<file path="config.mk">
export PLATFORM = sky130hd
export DESIGN_NAME = imem_ctrl
export DESIGN_NICKNAME = d
export VERILOG_FILES = /design/src/rtl/imem_ctrl_pkg.sv /design/src/rtl/imem_arb.sv /design/src/rtl/imem_ctrl.sv
export SDC_FILE = /design/constraint.sdc
export NUM_CORES = 1
export LEC_CHECK = 0
export BUFFER_PORTS_ARGS = -buffer_cell sky130_fd_sc_hd__clkbuf_2
export CORE_ASPECT_RATIO = 0.5
export CORE_MARGIN = 1
export CORE_UTILIZATION = 40
export CTS_CLUSTER_SIZE = 8
export DETAILED_ROUTE_END_ITERATION = 8
export GPL_ROUTABILITY_DRIVEN = 1
export PLACE_DENSITY = 0.76
export SLEW_MARGIN = 20
export SYNTH_ARGS = -nofsm -noshare
export SYNTH_HDL_FRONTEND = slang
export SYNTH_SLANG_ARGS = --single-unit
</file>
<file path="constraint.sdc">
create_clock -name clk_i -period 5.15 [get_ports clk_i]
set_input_delay 0 -clock clk_i [delete_from_list [all_inputs] [get_ports clk_i]]
set_output_delay 0 -clock clk_i [all_outputs]
set_load 0.01 [all_outputs]
</file>
<file path="src/rtl/imem_ctrl_pkg.sv">
// Shared types and constants for the instruction-memory controller.
package imem_ctrl_pkg;

   localparam int DEPTH      = 32;
   localparam int AW         = 5;
   localparam int STARVE_MAX = 4;

   localparam logic [31:0] NOP = 32'h0000_0000;

   typedef enum logic [1:0] {
      CLEAR = 2'd0,
      LOAD  = 2'd1,
      RUN   = 2'd2
   } state_t;

endpackage

</file>
<file path="src/rtl/imem_arb.sv">
// Fetch/debug arbiter: fetch has priority, but debug is forced through after
// STARVE_MAX consecutive denied cycles.
module imem_arb
   import imem_ctrl_pkg::*;
(
   input  logic clk_i,
   input  logic rst_i,
   input  logic run_en,
   input  logic fetch_req,
   input  logic dbg_req,
   output logic fetch_gnt,
   output logic dbg_gnt
);

   localparam int SW = $clog2(STARVE_MAX + 1);

   logic [SW-1:0] starve_q;

   // grant decision for the current cycle
   always_comb begin
      fetch_gnt = run_en && fetch_req && (starve_q < SW'(STARVE_MAX));
      dbg_gnt   = run_en && dbg_req && !fetch_gnt;
   end

   // count consecutive cycles in which a debug request was turned away
   always_ff @(posedge clk_i or negedge rst_i) begin
      if (!rst_i)
         starve_q <= '0;
      else if (!run_en || !dbg_req || dbg_gnt)
         starve_q <= '0;
      else
         starve_q <= starve_q + SW'(1);
   end

endmodule

</file>
<file path="src/rtl/imem_ctrl.sv">
// Instruction-memory sequencer: clears the array, loads a program image,
// then serves CPU fetches with a debug port sharing the memory.
//
//   state | meaning
//   ------+--------------------------------------------------------------
//   CLEAR | write 0 to every word, one per cycle
//   LOAD  | accept program words over valid/ready until last word or full
//   RUN   | one access per cycle: CPU fetch or debug, via imem_arb
module imem_ctrl
   import imem_ctrl_pkg::*;
(
   input  logic          clk_i,
   input  logic          rst_i,
   input  logic          fetch_req_i,
   input  logic [31:0]   pc_addr_i,
   output logic [31:0]   instr_o,
   output logic          instr_valid_o,
   output logic          stall_o,
   output logic          addr_err_o,
   output logic          boot_done_o,
   input  logic          load_valid_i,
   output logic          load_ready_o,
   input  logic [31:0]   load_data_i,
   input  logic          load_last_i,
   input  logic          dbg_req_i,
   input  logic          dbg_we_i,
   input  logic [AW-1:0] dbg_addr_i,
   input  logic [31:0]   dbg_wdata_i,
   output logic          dbg_gnt_o,
   output logic [31:0]   dbg_rdata_o,
   output logic          dbg_rvalid_o,
   output logic          mem_en_o,
   output logic          mem_we_o,
   output logic [AW-1:0] mem_addr_o,
   output logic [31:0]   mem_wdata_o,
   input  logic [31:0]   mem_rdata_i
);

   state_t        state_q, state_d;
   logic [AW-1:0] addr_q, addr_d;
   logic          fetch_pend_q, dbg_rd_pend_q, err_pend_q;
   logic [31:0]   instr_q, dbg_rdata_q;
   logic          pc_ok, at_end, load_acc;
   logic          fetch_req, dbg_req, err_req;
   logic          fetch_gnt, dbg_gnt;

   assign pc_ok    = (pc_addr_i[1:0] == 2'b00) && (pc_addr_i[31:AW+2] == '0);
   assign at_end   = (addr_q == AW'(DEPTH - 1));
   assign load_acc = (state_q == LOAD) && load_valid_i;

   // misaligned/out-of-range fetches never reach the arbiter or the memory
   assign fetch_req = (state_q == RUN) && fetch_req_i && pc_ok;
   assign err_req   = (state_q == RUN) && fetch_req_i && !pc_ok;
   assign dbg_req   = (state_q == RUN) && dbg_req_i;

   imem_arb u_arb (
      .clk_i     (clk_i),
      .rst_i     (rst_i),
      .run_en    (state_q == RUN),
      .fetch_req (fetch_req),
      .dbg_req   (dbg_req),
      .fetch_gnt (fetch_gnt),
      .dbg_gnt   (dbg_gnt)
   );

   // state and address counter registers
   always_ff @(posedge clk_i or negedge rst_i) begin
      if (!rst_i) begin
         state_q <= CLEAR;
         addr_q  <= '0;
      end else begin
         state_q <= state_d;
         addr_q  <= addr_d;
      end
   end

   // next state; the counter wraps to 0 naturally when leaving CLEAR
   always_comb begin
      state_d = state_q;
      addr_d  = addr_q;
      case (state_q)
         CLEAR: begin
            addr_d = addr_q + AW'(1);
            if (at_end) state_d = LOAD;
         end
         LOAD: begin
            if (load_acc) begin
               addr_d = addr_q + AW'(1);
               if (load_last_i || at_end) state_d = RUN;
            end
         end
         RUN: ;
         default: state_d = CLEAR;
      endcase
   end

   // memory port, handshake and stall; everything held low while in reset
   always_comb begin
      mem_en_o     = 1'b0;
      mem_we_o     = 1'b0;
      mem_addr_o   = '0;
      mem_wdata_o  = '0;
      load_ready_o = 1'b0;
      stall_o      = 1'b0;
      dbg_gnt_o    = 1'b0;
      if (rst_i) begin
         case (state_q)
            CLEAR: begin
               mem_en_o   = 1'b1;
               mem_we_o   = 1'b1;
               mem_addr_o = addr_q;
               stall_o    = 1'b1;
            end
            LOAD: begin
               load_ready_o = 1'b1;
               stall_o      = 1'b1;
               mem_en_o     = load_valid_i;
               mem_we_o     = load_valid_i;
               mem_addr_o   = addr_q;
               mem_wdata_o  = load_data_i;
            end
            RUN: begin
               stall_o   = fetch_req && !fetch_gnt;
               dbg_gnt_o = dbg_gnt;
               if (fetch_gnt) begin
                  mem_en_o   = 1'b1;
                  mem_addr_o = pc_addr_i[AW+1:2];
               end else if (dbg_gnt) begin
                  mem_en_o    = 1'b1;
                  mem_we_o    = dbg_we_i;
                  mem_addr_o  = dbg_addr_i;
                  mem_wdata_o = dbg_wdata_i;
               end
            end
            default: ;
         endcase
      end
   end

   assign boot_done_o = (state_q == RUN);

   // read-return tracking and held output values
   always_ff @(posedge clk_i or negedge rst_i) begin
      if (!rst_i) begin
         fetch_pend_q  <= 1'b0;
         dbg_rd_pend_q <= 1'b0;
         err_pend_q    <= 1'b0;
         instr_q       <= NOP;
         dbg_rdata_q   <= '0;
      end else begin
         fetch_pend_q  <= fetch_gnt;
         dbg_rd_pend_q <= dbg_gnt && !dbg_we_i;
         err_pend_q    <= err_req;
         instr_q       <= instr_o;
         dbg_rdata_q   <= dbg_rdata_o;
      end
   end

   // read data arrives the cycle after the access, so it is steered straight out
   assign instr_o       = fetch_pend_q ? mem_rdata_i : (err_pend_q ? NOP : instr_q);
   assign instr_valid_o = fetch_pend_q || err_pend_q;
   assign addr_err_o    = err_pend_q;
   assign dbg_rdata_o   = dbg_rd_pend_q ? mem_rdata_i : dbg_rdata_q;
   assign dbg_rvalid_o  = dbg_rd_pend_q;

endmodule

</file>
==> run metrics, run 1 <==
Critical Path RT 5.15 ns; max_cap viols 0; Syn Nets 439; peak supply drop 0.000217 V; detailed-route wire length 11,500 um; Worst path slowest cell o21a_2; clk sinks 77; Root Driver clkbuf_16; fmax 0.385 GHz; chip height 69.0 um; # H-tree levels 3; post-synthesis compound-gate area fraction 19.3%; number of distinct library cells after synthesis 36; dpl hpwl 8450 um; drc violations 0; number of diodes 0; CORE AREA 0.00835 mm2; Placement Setup Slack 2.59 ns; CP Cell Sequence inv_1 > ha_1 > and2_1 > and3_1 > o21a_2 > a22o_1 > clkbuf_2; PnR worst setup slack 2.55 ns; status complete, no violations; DRT iter0 DRCs 132; footprint of the multi-input gates 0.00155 mm2; CTS tree built; row cnt 23; Port Buffers 249; adder-cell area share of the yosys netlist 2.44%; DP Area 0.00491 mm2; highest-count cells in the layout ignoring fill and taps clkbuf_2 (248), dfrtp_1 (77), a22o_1 (63), dlygate4sd3_1 (36), mux2_2 (23); Final Cycle Share 50.5%; CP arrival 2.60 ns; worst clock skew 0.00433 ns; Final Net Count 716; Setup Viol. Count Final 0; number of global-route vias before repair 3,547; GPL Wtd Cong 0.933; Worst-Margin Slew 0.912 ns; Post-Synth XOR/XNOR Area 0.732%; synthesis-to-finish area growth 55.0%; TritonCTS buffer count 9; All-Layer GR Usage 24.2%; largest net degree at the start of global routing 77; Worst-Skew Late Latency 0.33 ns; leading cell type in the layout, fill and taps excluded clkbuf_2; slowest stage delay, CP 0.52 ns; crit path capture type output pin; DIE WIDTH 136 um; WL/cell 16.7 um; fraction of the mapped netlist area in simple logic gates 9.93%; Initial Util 43.0%; IO Pins 250; Die Area 0.00938 mm2; Slew Limit Headroom 39.2%; register area 0.00193 mm2; Hold WS 0.0246 ns; RSZ-0062 raised after global routing false; post-layout instance area 0.00556 mm2; First-pass DRT Iterations 4; Leak 0.00303 uW; vias per cell 5.18; startpoint types flip-flop; cell area after synthesis 0.00359 mm2; Worst-path clk slew 0.06 ns; total grt overflow 0; Synth Warn # 0; Slew Viols, Final 0; Synth Instances 292; Fillers 652; Hold Path Class input pin to asynchronous set/reset pin; Routed Antenna Nets 0; critical path type flip-flop to output pin; initial antenna violation count 0; largest family of logic cells by synthesized area compound AO/OA/AOI/OAI gates; Max FO, Critical Path 32; Via Count 3,554; crit path time final 2.60 ns; CP delay by family, top compound AO/OA/AOI/OAI gates; power density over the cells 385 mW/mm2; worst path bufs/invs 2; mux cell area share after synthesis 10.6%; Fin. Hold Viols 0; post-cts resize count 0; fraction of layout cells with a size suffix above 1 52.6%; register bit total from synthesis 77; Post-Synthesis Mean Instance Area 12.3 um2; Final Util 66.7%; Max Root-Sink Buffers 2; first-pass GRT wire length 17,200 um; setup_tns 0 ns; sequential fraction of the synthesis area 53.7%
synthesized netlist by cell type:
cell type	instances	area share [%]
nand4_2	1	0.35
o31a_1	1	0.24
nor4_2	4	1.4
a31oi_1	6	1.0
a22o_1	63	15
or4_1	6	1.3
and3b_1	1	0.24
nand2b_1	2	0.35
buf_1	4	0.42
o211ai_1	6	1.3
mux2i_1	1	0.28
nand2_1	18	1.9
and3_1	6	1.0
ha_1	7	2.4
nor4_1	2	0.35
mux2_1	10	3.1
nor3_1	3	0.42
xnor2_1	3	0.73
o21a_1	1	0.21
inv_1	4	0.42
or3_1	1	0.17
or2_1	1	0.17
a221oi_1	1	0.24
mux2_2	23	7.2
nor2_1	2	0.21
o21ai_0	4	0.56
buf_6	1	0.31
buf_2	3	0.42
nand3b_1	5	1.0
and2_1	3	0.52
nand4_1	2	0.35
a21oi_1	3	0.42
clkbuf_1	15	1.6
inv_2	1	0.10
or2_2	1	0.17
dfrtp_1	77	54
per-layer routing:
metal  global-route usage [%]  up-vias  routed length [um]
met5                        0        -                   0
met4                     9.03        0                 196
met3                     6.58       19                 702
met2                     43.2      127                5930
met1                     28.5     1736                4630
li1                         -     1672                   -
stage by stage:
| stage | cells | power, uW |
|---|---|---|
| final | 686 | 2140 |
| after global routing | 686 | 2260 |
| after CTS | 686 | 2150 |
| after detailed placement | 634 | 1540 |
| after global placement | 634 | 1520 |
| after floorplan | 292 | 1210 |
power breakdown:
part	internal, uW	switching (uW)
Clock	342	247
Sequential	725	50.9
Combinational	349	426
Total	1420	724
registers in the layout (all words and copies together), names as in the netlist:
name and cells:
addr_q 5, dbg_rdata_q 32, addr_err_o 1, u_arb.starve_q 3, fetch_pend_q 1, dbg_rvalid_o 1, instr_q 32, state_q 2
timing repair:
action                                 CTS  global route
hold buffers                            36             0
setup buffers                            0             0
endpoints found under the hold margin   68             0
cell type report:
type | instances | area share (%)
clock buffers | 10 | 4.30
flip-flops and latches | 77 | 34.6
clock inverters | 6 | 0.855
multi-input cells | 187 | 27.9
repair buffers | 289 | 29.5
inverters | 5 | 0.337
well taps | 112 | 2.52
cell families (layout without fill, tap and decap cells):
| family | Yosys count | after routing |
|---|---|---|
| compound gates | 85 | 85 |
| xor+xnor | 3 | 3 |
| fa+ha+maj | 7 | 7 |
| buf+inv | 28 | 310 |
| flops | 77 | 77 |
| mux | 34 | 34 |
| simple gates | 58 | 58 |
final timing paths:
path	startpoint	slack, ns	cells after the start	end
max	state_q[0]	2.55	7	mem_wdata_o[17]
max in group asynchronous	rst_i	4.03	3	fetch_pend_q
min	rst_i	0.02	2	addr_q[0]
max reg2reg	state_q[0]	2.69	8	dbg_rvalid_o
min in group clk_i	load_valid_i	0.11	4	addr_q[4]
min reg2reg	u_arb.starve_q[0]	0.45	1	u_arb.starve_q[0]
Power figures use the tool's default switching activity.
==> inputs of run 2 (changes only) <==
Clock period 5.15 ns to 2.4 ns, I/O delays scaled along.
==> run 2 against run 1 <==
Wire length rose by 2.7%; hold slack improved by 0.070 ns; critical path depth rose by 2; core utilization rose by 0.28 points; cell count rose by 0.44%; clock power rose by 100%; die area did not move; count of clock-buffer cells in the layout fell by 1; largest power group is now combinational logic.
==> run metrics, run 2 (synthesis results as in run 1) <==
First-pass DRT Iterations 4 (unchanged); initial antenna violation count 0 (unchanged); peak supply drop 0.000386 V (was 0.000217 V); clk sinks 77 (unchanged); detailed-route wire length 11,800 um (was 11,500 um); startpoint types flip-flop (unchanged); GPL Wtd Cong 0.874 (was 0.933); Leak 0.00305 uW (was 0.00303 uW); synthesis-to-finish area growth 55.6% (was 55.0%); setup_tns 0 ns (unchanged); Via Count 3,545 (was 3,554); total grt overflow 0 (unchanged); TritonCTS buffer count 9 (unchanged); post-layout instance area 0.00559 mm2 (was 0.00556 mm2); critical path type flip-flop to flip-flop (was flip-flop to output pin); Fin. Hold Viols 0 (unchanged); fraction of layout cells with a size suffix above 1 52.9% (was 52.6%); worst clock skew 0.00580 ns (was 0.00433 ns); crit path capture type flip-flop (was output pin); largest net degree at the start of global routing 45 (was 77); R2R depth 9 (was 8); Die Area 0.00938 mm2 (unchanged); Initial Util 43.0% (unchanged); Final Net Count 720 (was 716); Slew Viols, Final 0 (unchanged); first-pass GRT wire length 18,000 um (was 17,200 um); Switching Share 34.1% (was 33.8%); Root Driver clkbuf_16 (unchanged); Largest regs dbg_rdata_q x32, instr_q x32, addr_q x5 (unchanged); DP Area 0.00494 mm2 (was 0.00491 mm2); Max FO, Critical Path 7 (was 32); Flop pwr share 36.6% (was 36.3%); CORE AREA 0.00835 mm2 (unchanged); highest-count cells in the layout ignoring fill and taps clkbuf_2 (248), dfrtp_1 (77), a22o_1 (63), dlygate4sd3_1 (36), mux2_2 (23) (unchanged); Critical Path RT 2.61 ns (was 5.15 ns); clock share of power 26.2% (was 27.5%); Max Root-Sink Buffers 2 (unchanged); IO Pins 250 (unchanged); Worst-path clk slew 0.06 ns (about the same); WL/cell 17.1 um (was 16.7 um); status complete, no violations (unchanged); number of global-route vias before repair 3,615 (was 3,547); DIE WIDTH 136 um (unchanged); Setup Viol. Count Final 0 (unchanged); Final Cycle Share 96.0%; leading cell type in the layout, fill and taps excluded clkbuf_2 (unchanged); crit path time final 2.30 ns; All-Layer GR Usage 25.3% (was 24.2%); Worst-Margin Slew 0.528 ns (was 0.912 ns); switching power 1560 uW (was 724 uW); fmax 0.434 GHz; CTS tree built (unchanged); Routed Antenna Nets 0 (unchanged); internal power 3010 uW (was 1420 uW); CP arrival 2.52 ns (was 2.60 ns); dpl hpwl 8380 um (was 8450 um); DRT iter0 DRCs 193 (was 132); number of diodes 0 (unchanged); Worst-Skew Late Latency 0.33 ns (about the same); max_cap viols 0 (unchanged); RSZ-0062 raised after global routing false (unchanged); row cnt 23 (unchanged); chip height 69.0 um (unchanged); Port Buffers 249 (unchanged); Hold Path Class input pin to asynchronous set/reset pin (unchanged); power density over the cells 818 mW/mm2 (was 385 mW/mm2); vias per cell 5.15 (was 5.18); drc violations 0 (unchanged); # H-tree levels 3 (unchanged); Slew Limit Headroom 64.8% (was 39.2%); Comb pwr share 37.2% (was 36.2%)
## run 2: layer usage
metal  vias up  share of wire [%]  track usage [%]
met5         -                  0                0
met4         0                2.2             9.86
met3        25                5.9             5.85
met2       133                 51             46.2
met1      1709                 40             29.7
li1       1678                  -                -
## run 2: power groups by stage
| stage | combinational (uW) | sequential [uW] | clock, uW |
|---|---|---|---|
| global route | 1860 | 1700 | 1290 |
| finish | 1700 | 1670 | 1200 |
| CTS | 1670 | 1660 | 1220 |
| detailed placement | 1620 | 1680 | 0 |
| floorplan | 945 | 1650 | 0 |
| global placement | 1600 | 1670 | 0 |
## run 2: path summary, 6_finish.rpt
path	startpoint	end	slack, ns
min reg2reg	u_arb.starve_q[0]	u_arb.starve_q[0]	0.48
max	state_q[0]	dbg_rvalid_o	0.1
max in group asynchronous	rst_i	dbg_rdata_q[9]	1.13
min	rst_i	instr_q[30]	0.1
max reg2reg	state_q[0]	dbg_rvalid_o	0.1
min in group clk_i	load_valid_i	addr_q[4]	0.10
## run 2: timing repair
action                                  in CTS  in global routing
endpoints found under the hold margin       99                  0
buffers inserted                             1                  0
endpoints found under the setup margin      32                 34
resized for setup                            1                  3
hold buffers                                36                  0
## run 2: cell type report
class,count,area (um2)
clock buffers,9,225
well taps,112,140
clock inverters,6,40.0
repair buffers,293,1670
fillers,642,2760
flip-flops and latches,77,1930
multi-input cells,187,1560
inverters,5,18.8
## run 2: critical path: stages (launching register included)
cell	delay, ns
dfrtp_1	0.40
inv_1	0.14
ha_4	0.18
and3b_1	0.16
nand4_1	0.15
buf_4	0.21
or2_1	0.26
inv_2	0.10
nor3_1	0.05
dlygate4sd3_1	0.55
## run 2: stage by stage
stage | hold slack [ns] | std cells | power [uW] | worst slack (ns) | utilization, %
global placement | -0.146 | 637 | 3260 | 0.381 | 59.1
detailed placement | -0.147 | 637 | 3300 | 0.302 | 59.1
finish | 0.0950 | 689 | 4570 | 0.0950 | 66.9
floorplan | -0.296 | 292 | 2590 | 0.574 | -
CTS | 0.0605 | 689 | 4560 | 0.0756 | 66.7
global route | 0.114 | 689 | 4850 | 0.00135 | 66.9
